## config.mk

```make
export PLATFORM = sky130hd
export DESIGN_NAME = log_multiplier1
export DESIGN_NICKNAME = d
export VERILOG_FILES = /design/src/rtl/log_mul_pkg.sv /design/src/rtl/log_lod.sv /design/src/rtl/log_multiplier1.sv
export SDC_FILE = /design/constraint.sdc
export NUM_CORES = 1
export LEC_CHECK = 0
export CORE_MARGIN = 3
export CORE_UTILIZATION = 35
export DETAILED_ROUTE_END_ITERATION = 7
export PLACE_DENSITY = 0.69
export SYNTH_ARGS = -nofsm -noshare
export SYNTH_HDL_FRONTEND = slang
export SYNTH_SLANG_ARGS = --single-unit
export TNS_END_PERCENT = 100
```

## constraint.sdc

```tcl
create_clock -name clk -period 7.33 [get_ports clk]
set_input_delay 1.8325 -clock clk [delete_from_list [all_inputs] [get_ports clk]]
set_output_delay 1.8325 -clock clk [all_outputs]
set_load 0.02 [all_outputs]
```

## src/rtl/log_mul_pkg.sv

```systemverilog
// Shared constants, types and the antilog helper for the Mitchell logarithmic multiplier.
package log_mul_pkg;

    localparam int WIDTH  = 16;
    localparam int FRAC_W = WIDTH - 1;
    localparam int K_W    = $clog2(WIDTH);
    localparam int PROD_W = 2 * WIDTH + 2;

    typedef logic [WIDTH-1:0]  operand_t;
    typedef logic [K_W-1:0]    char_t;
    typedef logic [FRAC_W-1:0] frac_t;
    typedef logic [PROD_W-1:0] prod_t;
    typedef logic [K_W:0]      ksum_t;
    typedef logic [FRAC_W:0]   fsum_t;

    // The fraction carry bumps the exponent; the low FRAC_W bits of the shifted mantissa are dropped (floor).
    function automatic prod_t antilog(input ksum_t k, input fsum_t s);
        logic [FRAC_W:0]          m;
        logic [K_W+1:0]           e;
        logic [PROD_W+FRAC_W-1:0] wide;
        m    = {1'b1, s[FRAC_W-1:0]};
        e    = {1'b0, k} + {{(K_W+1){1'b0}}, s[FRAC_W]};
        wide = {{(PROD_W-1){1'b0}}, m} << e;
        return wide[PROD_W+FRAC_W-1:FRAC_W];
    endfunction

endpackage

```

## src/rtl/log_lod.sv

```systemverilog
// Leading-one detector plus fraction normaliser: splits an operand into characteristic and left-aligned mantissa.
module log_lod
    import log_mul_pkg::*;
(
    input  logic [WIDTH-1:0]  n,
    output logic [K_W-1:0]    k,
    output logic [FRAC_W-1:0] f,
    output logic              zero
);

    operand_t norm;

    always_comb begin
        k = '0;
        // Ascending scan so the highest set bit wins.
        for (int i = 0; i < WIDTH; i++) begin
            if (n[i]) k = char_t'(i);
        end
        zero = (n == '0);
        norm = n << (char_t'(FRAC_W) - k);
        f    = norm[FRAC_W-1:0];
    end

endmodule

```

## src/rtl/log_multiplier1.sv

```systemverilog
// Mitchell approximate unsigned multiplier, registered output.
// Define LOGMUL_PIPE_EN to register the characteristic/fraction sums (latency 2 instead of 1).
module log_multiplier1
    import log_mul_pkg::*;
(
    input  logic              clk,
    input  logic              rst,
    input  logic [WIDTH-1:0]  n1,
    input  logic [WIDTH-1:0]  n2,
    output logic [PROD_W-1:0] p0,
    output logic              zero_input_flag1,
    output logic              zero_input_flag2
);

    char_t k1, k2;
    frac_t f1, f2;
    logic  z1, z2;
    ksum_t k_sum;
    fsum_t f_sum;

    log_lod u_lod1 (.n(n1), .k(k1), .f(f1), .zero(z1));
    log_lod u_lod2 (.n(n2), .k(k2), .f(f2), .zero(z2));

    always_comb begin
        k_sum = {1'b0, k1} + {1'b0, k2};
        f_sum = {1'b0, f1} + {1'b0, f2};
    end

    // Antilog-stage operands; a_vld keeps a freshly reset pipeline from emitting antilog(0,0)=1.
    ksum_t a_k;
    fsum_t a_s;
    logic  a_z1, a_z2, a_vld;

`ifdef LOGMUL_PIPE_EN
    ksum_t ks_d, ks_q;
    fsum_t fs_d, fs_q;
    logic  z1_d, z1_q, z2_d, z2_q, vld_d, vld_q;

    always_comb begin
        ks_d  = k_sum;
        fs_d  = f_sum;
        z1_d  = z1;
        z2_d  = z2;
        vld_d = 1'b1;
    end

    always_ff @(posedge clk) begin
        if (rst) begin
            ks_q  <= '0;
            fs_q  <= '0;
            z1_q  <= 1'b0;
            z2_q  <= 1'b0;
            vld_q <= 1'b0;
        end else begin
            ks_q  <= ks_d;
            fs_q  <= fs_d;
            z1_q  <= z1_d;
            z2_q  <= z2_d;
            vld_q <= vld_d;
        end
    end

    always_comb begin
        a_k   = ks_q;
        a_s   = fs_q;
        a_z1  = z1_q;
        a_z2  = z2_q;
        a_vld = vld_q;
    end
`else
    always_comb begin
        a_k   = k_sum;
        a_s   = f_sum;
        a_z1  = z1;
        a_z2  = z2;
        a_vld = 1'b1;
    end
`endif

    prod_t p0_d, p0_q;
    logic  flag1_d, flag1_q, flag2_d, flag2_q;

    always_comb begin
        p0_d    = '0;
        flag1_d = a_z1;
        flag2_d = a_z2;
        if (a_vld && !a_z1 && !a_z2) p0_d = antilog(a_k, a_s);
    end

    always_ff @(posedge clk) begin
        if (rst) begin
            p0_q    <= '0;
            flag1_q <= 1'b0;
            flag2_q <= 1'b0;
        end else begin
            p0_q    <= p0_d;
            flag1_q <= flag1_d;
            flag2_q <= flag2_d;
        end
    end

    assign p0               = p0_q;
    assign zero_input_flag1 = flag1_q;
    assign zero_input_flag2 = flag2_q;

endmodule

```

# Yosys cells after proc, flatten, opt, wreduce, memory -nomap -nowiden

Index checks and enable logic that the tools add are counted.

Input port bits: 34
Logic and storage cells: 48
Output and inout bits: 36
Bits in registers: 36

Reductions and logical operators: 6
$add $sub $neg: 5
Bitwise operators: 1
Shifts and indexed selects: 3
Multiplexer cells: 30

Operators by type and width:

| cell                                   | number |
|---|---|
| 2-to-1 mux 4 bit                       | 16 |
| left shift 16 x 6 -> 49 bit            | 1 |
| zero test 16 bit                       | 2 |
| left shift 16 x 4 -> 15 bit            | 2 |
| 2-to-1 mux 3 bit                       | 8 |
| adder 15 x 15 -> 16 bit                | 1 |
| 2-to-1 mux 2 bit                       | 4 |
| subtractor 4 bit, first input constant | 2 |
| adder 5 x 1 -> 6 bit                   | 1 |
| adder 4 x 4 -> 5 bit                   | 1 |
| zero test 1 bit                        | 2 |
| 2-to-1 mux 1 bit                       | 2 |
| OR reduction 2 bit                     | 1 |
| logical AND 1 bit                      | 1 |
| inverter 1 bit                         | 1 |

# Longest topological paths before layout

Depth in word-level cells: 20
Gate-level depth with buffers: 31
Mapped depth without buffers: 27

# Cells and area by module

A second synthesis with hierarchy kept.

Cell total of the unflattened synthesis: 670
Area, all modules: 4909.7 um^2

By module, submodules not included:

| module          | instances | cells an instance | sequential area each (um^2) | area each (um^2) |
|---|---|---|---|---|
| log_multiplier1 | 1         | 398               | 680.7                       | 3173.0 |
| log_lod         | 2         | 136               | 0.0                         | 868.3 |

# Worst setup path before layout

Ideal clock, no wire load.

Path type: input to register
Start point: input port n2[13]
End point: register p0_q[13], in the netlist p0[13]
Arrival time: 7598 ps
Library setup time: 70 ps
Stages: 26
Path buffers: 5
Setup slack: -338 ps
Required time: 7260 ps
Cells stage by stage: buf_2 > or3_1 > a221o_1 > o21a_1 > a21oi_4 > mux2i_1 > mux2i_1 > and2_1 > ha_1 > buf_4 > nand2_4 > o311ai_1 > a21o_1 > nand3_1 > nand2b_1 > a21oi_1 > fa_1 > fa_1 > clkbuf_1 > buf_1 > clkbuf_1 > nand3_1 > mux2_2 > a21oi_1 > a31oi_1 > a21oi_1

Cells in the longest elaborated chain, start to end: 8
Elaborated cells on any way between the ends: 14
Those cells by class: 4 x add/sub; 2 x shift; 3 x mux; 1 x bitwise; 4 x reduce/logical

Ends and longest elaborated chain:

| what                           | line                  | text |
|---|---|---|
| start, declared                | log_multiplier1.sv:9  | `input logic [WIDTH-1:0] n2,` |
| 2-to-1 mux 4 bit (3 in series) | log_lod.sv:17         | `if (n[i]) k = char_t'(i);` |
| subtractor 4 bit               | log_lod.sv:20         | `norm = n << (char_t'(FRAC_W) - k);` |
| left shift 16 x 4 -> 15 bit    | log_lod.sv:20         |  |
| adder 15 x 15 -> 16 bit        | log_multiplier1.sv:26 | `f_sum = {1'b0, f1} + {1'b0, f2};` |
| adder 5 x 1 -> 6 bit           | log_mul_pkg.sv:22     | `e = {1'b0, k} + {{(K_W+1){1'b0}}, s[FRAC_W]};` |
| left shift 16 x 6 -> 49 bit    | log_mul_pkg.sv:23     | `wide = {{(PROD_W-1){1'b0}}, m} << e;` |
| end signal, assigned           | log_multiplier1.sv:96 | `p0_q <= p0_d;` |
| end, declared                  | log_multiplier1.sv:80 | `prod_t p0_d, p0_q;` |

Parallel ways exist; a longest one is shown, timed or not.
A chain may end at the register's enable or synchronous reset.

# Worst setup path after layout

Start point: input port n2[5]
End point: register p0_q[13], in the netlist p0[13]

Cells in the longest elaborated chain, start to end: 16
Elaborated cells on any way between the ends: 22
Those cells by class: 4 x add/sub; 2 x shift; 11 x mux; 1 x bitwise; 4 x reduce/logical

Ends and longest elaborated chain:

| what                           | line |
|---|---|
| 2-to-1 mux 3 bit (3 in series) | log_lod.sv:17 |
| 2-to-1 mux 4 bit (8 in series) | log_lod.sv:17 |
| subtractor 4 bit               | log_lod.sv:20 |
| left shift 16 x 4 -> 15 bit    | log_lod.sv:20 |
| adder 15 x 15 -> 16 bit        | log_multiplier1.sv:26 |
| adder 5 x 1 -> 6 bit           | log_mul_pkg.sv:22 |
| left shift 16 x 6 -> 49 bit    | log_mul_pkg.sv:23 |

Parallel ways exist; a longest one is shown, timed or not.

==> metrics <==
hold path start=n1[3]; Crit. End Element=register; largest net degree at the start of global routing=20; EDFF count, synth=0; number of I/O port buffers=67; Synth cell types=between 80 and 90; DRC violations left=0; DRT iter0 DRCs=540; H-tree depth=2; HPWL after DPL=between 10000 and 15000 um; # setup viols final=0; share of cells above drive strength 1=0.406; critical path's top delay family=compound AO/OA/AOI/OAI gates; vias in the first global route=roughly 5900; Final Wtd Congestion=between 0.9 and 1; routed len/inst=between 15 and 20 um; grt ovf=0; Compound-Gate Fraction of Synth Area=0.331; outcome=completed; Internal=roughly 1.0 mW; Util after Layout=0.628; post-route ant nets=0; sequential share of power=0.127; multiplexer area fraction after synthesis=0.117; switching share of power=0.444; Final Max Slew Viols=0; # fillers=1055; xor/xnor share of the synthesized area=0.0279; CP Cell Sequence=dlygate4sd2_1 > inv_1 > a221o_1 > a221oi_4 > o41a_1 > buf_4 > o221ai_2 > a31oi_1 > nand2_1 > ha_4 > nand4_1 > a21oi_2 > a21o_1 > nand3_2 > nand2b_1 > a21oi_2 > fa_2 > fa_2 > buf_12 > mux4_2 > mux2_2 > a21oi_1 > a31oi_1 > a21oi_1; CP startpoint kind=input port; power share of the clock group=0.111; Max-slew headroom=0.575; Layout area overhead=72.3%; num rows=41; slowest cell delay on critical path=0.69 ns; final WL=between 15000 and 20000 um; pwr dens=roughly 230 nW/um2; Gate power share=0.763; worst slew pin tran=roughly 0.63 ns; top-area cell type share of the netlist area=0.146; YS warnings=0; core box area=~13000 um2; dominant synthesized flop cell=dfxtp_1; WP buf/inv=4; Sink Count=34; WS Path Type=in -> reg; CTS Root Cell=clkbuf_16; die area=around 15000 um2; Die Span Y=approximately 120 um; f_max=between 100 and 150 MHz; Die W=about 120 um; Critical Path Slowest Stage Cell=fa_2; Antenna Cells=0; WP data arrival=about 7.5 ns; Cell Count, Final, Fillers Out=approximately 1100; Placed Instances=1038; synthesized area=between 4000 and 5000 um2; via count=6219; IO Count=70; cells after synthesis=651; Max Cap Violations=0; TritonCTS clock tree=yes; Power Total=around 1.9 mW; main combinational cell family by area after synthesis=compound AO/OA/AOI/OAI gates; Initial Util=0.364; crit share post-route=0.992; Setup Total Neg Slack=0 ns; Critical Path RT=~7.5 ns; CTS buffer count=5; fin crit period=approximately 7.3 ns; ys async rst share=0; Pleak=around 3.5 nW; Synth area leaders=dfxtp_1, mux2i_1, nor2_1; Post-Syn Area per Cell=about 7.2 um2; Worst-path clk slew=about 0.050 ns; clock buffer depth=2; nets=968; Synth Area in Adders=0.0611; Total GRT Usage=0.235; initial antenna violation count=0; simple-gate share of the synthesized area=0.249; Seq/Total Area, Yosys=0.146; CP max FO=8; drt first pass iters=7; peak supply drop=about 0.00011 V; Yosys top cell by area=dfxtp_1; Critical Path Start=n2[5]; Yosys reg bits=34; Hold Crit Class=in -> reg; final hold viol count=0; vias per inst=~5.7; first-pass GRT wire length=between 20000 and 30000 um; NetSw=approximately 0.83 mW
==> cell type report <==
class | count | area, um2 | share of cell area
Clock inverter | 1 | 5.00 | 0.000622
Inverter | 27 | 104 | 0.0129
Tap cell | 172 | 215 | 0.0267
Multi-Input combinational cell | 543 | 4320 | 0.537
Clock buffer | 7 | 143 | 0.0177
Sequential cell | 34 | 681 | 0.0846
Timing Repair Buffer | 302 | 2580 | 0.321
==> power by group through the flow <==
stage          Clock [mW]  Sequential, mW  Combinational (mW)
5_1_grt             0.216           0.240                1.52
2_1_floorplan           0           0.292               0.631
3_3_place_gp            0           0.238                1.16
6_report            0.206           0.236                1.42
4_1_cts             0.209           0.237                1.24
3_5_place_dp            0           0.240                1.18
==> placed cells by master, fill, tap and decap left out, types with 6 or more instances in the layout <==
cell type	instances
nand2_1	50
nand3_1	18
dlymetal6s2s_1	21
buf_4	219
o21ai_0	27
mux2i_2	7
nor2b_1	6
a21oi_2	13
o22ai_1	9
a22oi_1	8
mux2i_1	22
nor4_1	13
a21oi_1	37
buf_6	12
nor3_1	14
clkdlybuf4s50_1	44
ha_1	11
o211ai_1	10
dfxtp_1	34
nand4_1	11
nor2_2	6
mux2i_4	6
inv_1	25
a211oi_2	7
a21o_1	8
nand2_2	6
xnor2_1	8
nor2_1	69
mux2_2	8
nand2b_1	7
==> through the flow <==
step	hold slack, ns	worst slack, ns	cell area [um2]
finish	2.11	0.0589	8050
global route	2.16	-0.110	8050
CTS	2.17	0.00578	7320
detailed placement	2.45	-0.764	6860
global placement	2.45	-0.637	6860
floorplan	1.90	0.00427	4720
==> worst min-delay path, stage by stage <==
cell	delay (ns)
dlymetal6s2s_1	0.10
buf_4	0.15
nor4_1	0.06
nand4_1	0.14
nor2_1	0.05
==> registers in the layout, indices dropped and copies added (netlist names) <==
name and flops:
p0 32, zero_input_flag2 1, zero_input_flag1 1
==> path summary, 6_finish.rpt <==
path / end / cells past startpoint
setup / recovery: p0[13]$_SDFF_PP0_ / 24
hold / removal: zero_input_flag1$_SDFF_PP0_ / 5
==> routing by layer <==
| layer | routed length [um] | track usage | part of all wire |
|---|---|---|---|
| met1 | 7780 | 0.281 | 0.40 |
| met2 | 9910 | 0.438 | 0.51 |
| met3 | 1020 | 0.0219 | 0.053 |
| met4 | 535 | 0.0784 | 0.028 |
| met5 | 0 | 0 | 0 |
==> cell families after synthesis <==
| kind of cell | after synthesis |
|---|---|
| flops | 34 |
| simple gates | 241 |
| buf+inv | 75 |
| xor+xnor | 14 |
| mux | 48 |
| other cells | 1 |
| compound gates | 217 |
| fa+ha+maj | 21 |
==> Yosys cell counts, types with 6 or more instances <==
cell	n
a211oi_1	9
a21o_1	8
a21oi_1	49
a22oi_1	10
and2_1	6
buf_2	14
clkbuf_1	29
dfxtp_1	34
ha_1	18
inv_1	26
mux2_2	8
mux2i_1	34
nand2_1	56
nand2b_1	7
nand3_1	19
nand4_1	11
nor2_1	76
nor2b_1	6
nor3_1	18
nor4_1	13
o211ai_1	10
o21ai_0	31
o221ai_1	8
o22ai_1	14
o31ai_1	10
xnor2_1	8
==> what timing repair did <==
item,in CTS,in global routing
pin swaps,29,45
hold buffers,0,0
setup endpoints to repair,32,32
cloned,1,0
gates resized for setup,47,113
buffers inserted,15,24
No activity file was read; power rests on OpenSTA's default activity.
==> RTL edit 1: new RTL, same flow settings <==
Add a define of `LOGMUL_PIPE_EN`.
--- a/src/rtl/log_multiplier1.sv
+++ b/src/rtl/log_multiplier1.sv
@@ -2,2 +2,4 @@
 // Define LOGMUL_PIPE_EN to register the characteristic/fraction sums (latency 2 instead of 1).
+`define LOGMUL_PIPE_EN
+
 module log_multiplier1
Check against the original RTL: not equivalent (a bounded check fails within 4 cycles, from zero or initial values and one cycle with rst high).
==> RTL edit 1 against the unedited design <==
First-iteration DRC count rose by 17%; sequential cell count is 26 higher; setup slack better by 1500 ps; cell count down 17%; cell area down 21%; synthesized cell count increased by 0.92%; wire length is 30% lower; area after synthesis up 12%.
Power is not compared: it rests on default switching activity, and its combinational part moved more than twofold at a synthesized area within 25%.
==> RTL edit 1: results <==
group,metric,value,unit
run_status,status,"finished clean",
clock_tree,cts_made_buffers,9,
routing,met2_wirelength,6100,µm
grt,grt_max_degree,31,
routing,dr_wl_met3,856,µm
grt,met3_usage,0.0288,
power_and_ir_drop,ir_drop,0.103,mV
cells_and_area,drive_gt1_frac,0.0926,
timing,finClkSkew,7.39,ps
placement,port_buffers,69,
routing,via_count,5076,
yosys,ys_top_cells_by_area,"dfxtp_1, mux2i_1, nor2_1",
placement,place_area,0.00598,mm²
yosys,synth_fa_ha_area_frac,0.0580,
power_and_ir_drop,total_power,0.00141,W
routing,wl_per_cell,15.0,µm
placement,post-place-ws,1160,ps
yosys,synth_cell_types,80,
placement,post-dp-hpwl,10500,µm
clock_tree,clock_latency,330,ps
yosys,syn_avg_cell_area,7.95,µm²
clock_tree,clk_pin_slew,50,ps
grt,use_met2,0.265,
yosys,synth.area.mux_share,0.155,
placement,dp_cells,881,
grt,use_met1,0.216,
worst_hold_path,hp-class,"reg2reg",
clock_tree,cts_htree_levels,3,
grt,grt_util_all_layers,0.164,
placement,place_congestion,0.967,
grt,grt_pass1_vias,4623,
routing,top_layer,"met4",
yosys,synth_commonest_cells,"nor2_1, dfxtp_1, nand2_1",
clock_tree,post_cts_buffers,0,
yosys,yosysWarnings,0,
yosys,synthArstFlopShare,0,
worst_setup_path,path_max_fanout,11,
power_and_ir_drop,p_comb_frac,0.399,
timing,relSlewSlack,0.284,
cells_and_area,final.fill_count,1400,
clock_tree,ctsResizeCount,0,
grt,grt_pass1_wl,22400,µm
cells_and_area,largest_reg_flops,34,
cells_and_area,layout.nets,765,
routing,drt_iter0_markers,634,
yosys,synth_compound_area_frac,0.248,
cells_and_area,layout.cells.non_filler,897,
routing,drtPass1Iterations,6,
cells_and_area,multi_input_area,0.00371,mm²
cells_and_area,antenna_cells,0,
yosys,syn-num-nets,714,
power_and_ir_drop,powerClk,0.000462,W
routing,wl_met1,6010,µm
yosys,ys_seq_area_frac,0.230,
yosys,synthXorXnorAreaFrac,0.0266,
-- RTL edit 1: cell count changes in the layout (fill, tap and decap cells not counted), moves of 10 or more --
cell / unedited run / this run
a21oi_2: 13 / 1
dfxtp_1: 34 / 60
buf_6: 12 / 0
dlymetal6s2s_1: 21 / 0
buf_4: 219 / 6
ha_1: 11 / 21
a21oi_1: 37 / 49
mux2i_1: 22 / 45
nor2_1: 69 / 92
clkdlybuf4s50_1: 44 / 69
-- RTL edit 1: critical path, stage by stage --
cell and delay [ps]:
clkdlybuf4s50_1 540, or4_4 610, o21ai_2 470, mux2i_1 250, nor2_1 60, a311oi_1 290, a21oi_2 70, and2_1 170
ha_1 210, or3_1 400, a211oi_1 340, o31ai_1 200, a221oi_1 360, xor2_1 180, nor2_1 50
-- RTL edit 1: layout make-up --
| class | count | share of cell area |
|---|---|---|
| Clock buffer | 13 | 0.0428 |
| Clock inverter | 3 | 0.0107 |
| Inverter | 27 | 0.0172 |
| Multi-Input combinational cell | 535 | 0.586 |
| Sequential cell | 60 | 0.190 |
| Tap cell | 184 | 0.0364 |
| Timing Repair Buffer | 75 | 0.116 |
-- RTL edit 1: path summary, 6_finish.rpt --
path	start	end	slack [ps]	cells after the start
worst max-delay path	n2[11]	a_s[12]$_SDFF_PP0_	1520	15
worst min-delay path	a_z1$_SDFF_PP0_	zero_input_flag1$_SDFF_PP0_	460	1
worst min register to register	a_z1$_SDFF_PP0_	zero_input_flag1$_SDFF_PP0_	460	1
worst max register to register	a_s[15]$_SDFF_PP0_	p0[15]$_SDFF_PP0_	4350	9
==> RTL edit 2: new RTL, same flow settings <==
Made on the original files. The output `zero_input_flag1` loses its register stage (`flag1_q` becomes a continuous assignment).
--- a/src/rtl/log_multiplier1.sv
+++ b/src/rtl/log_multiplier1.sv
@@ -92,3 +92,2 @@
             p0_q    <= '0;
-            flag1_q <= 1'b0;
             flag2_q <= 1'b0;
@@ -96,3 +95,2 @@
             p0_q    <= p0_d;
-            flag1_q <= flag1_d;
             flag2_q <= flag2_d;
@@ -100,2 +98,4 @@
     end
+
+    assign flag1_q = flag1_d;
 
Function: changed (a bounded check fails within 4 cycles, from zero or initial values and one cycle with rst high).
==> RTL edit 2 against the unedited design <==
Wire length up 7.0%; critical endpoint is now p0[7]$_SDFF_PP0_; fmax down 1.2%; power up 1.0%; cell count down 0.55%; setup slack worse by 91 ps; the flow now finishes with violations (negative setup slack); sequential cell count down 1; critical path depth up 4; count of clock-buffer cells in the layout down 1; cell area up 1.3%; area after synthesis up 0.11%; clock power down 5%.
==> RTL edit 2: results <==
group,metric,value,unit
yosys,synth_cell_types,85,
worst_setup_path,path_delay_family,"compound AO/OA/AOI/OAI gates",
timing,setup_ws,-32.5,ps
routing,top_layer,"met4",
power_and_ir_drop,p_leak,3.51,nW
placement,place_area,0.00704,mm²
routing,wl_met1,7970,µm
grt,use_met2,0.449,
yosys,synth_fa_ha_area_frac,0.0610,
yosys,synth_compound_area_frac,0.345,
routing,wl_per_cell,19.1,µm
worst_hold_path,hp-class,"in2reg",
routing,drt_iter0_markers,701,
worst_setup_path,crit_path_top_delay_cell,"fa_2",
timing,setup_tns,-60.6,ps
placement,dp_cells,1044,
grt,grt_max_degree,21,
timing,tightest_slew,754,ps
yosys,syn_avg_cell_area,7.41,µm²
yosys,synth_commonest_cells,"nor2_1, a21oi_1, nand2_1",
power_and_ir_drop,ir_drop,0.119,mV
placement,post-dp-hpwl,15000,µm
yosys,synthArstFlopShare,0,
grt,use_met1,0.313,
yosys,synth.area.mux_share,0.126,
routing,met2_wirelength,10300,µm
cells_and_area,layout.cells.non_filler,1080,
placement,port_buffers,67,
routing,dr_wl_met3,1590,µm
worst_setup_path,slowest_delay,670,ps
yosys,synth_flop_cell,"dfxtp_1",
routing,via_per_inst,5.98,
yosys,ys_top_cells_by_area,"dfxtp_1, mux2i_1, nor2_1",
grt,antenna_found_initial,0,
yosys,synthXorXnorAreaFrac,0.0318,
clock_tree,cts_made_buffers,5,
cells_and_area,largest_reg_flops,32,
run_status,status,"finished, violations left",
routing,ant_nets,0,
cells_and_area,layout.nets,962,
grt,grt_util_all_layers,0.251,
grt,grt_pass1_wl,30500,µm
routing,drtPass1Iterations,6,
yosys,ys_seq_area_frac,0.141,
yosys,yosysWarnings,0,
cells_and_area,final.fill_count,1026,
worst_setup_path,crit_arrival,7560,ps
timing,setup_viol,2,
placement,place_congestion,0.999,
cells_and_area,antenna_cells,0,
clock_tree,clk_pin_slew,50,ps
run,drv_cap,0,
grt,met3_usage,0.0251,
placement,post-place-ws,-942,ps
worst_setup_path,path_max_fanout,6,
clock_tree,clockBufferDepth,2,
grt,grt_pass1_vias,6325,
run_status,violations,"negative setup slack",
cells_and_area,drive_gt1_frac,0.446,
RTL edit 2: repair_timing:
action	in CTS	in global routing
gates cloned	0	2
pin swaps	35	37
gates resized for setup	74	112
setup endpoints to repair	30	30
setup buffers	11	18
RTL edit 2: layout make-up:
cell class	instances	area, µm²	share of cell area
Clock inverter	2	10.0	0.00123
Timing Repair Buffer	304	2540	0.312
Sequential cell	33	661	0.0810
Multi-Input combinational cell	542	4500	0.552
Clock buffer	6	129	0.0158
Tap cell	172	215	0.0264
Inverter	20	85.1	0.0104
Timing Repair inverter	1	6.26	0.000767
RTL edit 2: final timing paths:
kind | from | end | slack, ps | cells past startpoint
worst max-delay path | n1[12] | p0[7]$_SDFF_PP0_ | -30 | 28
worst min-delay path | rst | zero_input_flag2$_SDFF_PP0_ | 2160 | 2
RTL edit 2: power by group:
part,total [W],internal [W],switching [W]
clock network,0.000195,0.000124,0.0000703
logic,0.00146,0.000700,0.000758
registers,0.000232,0.000221,0.0000113
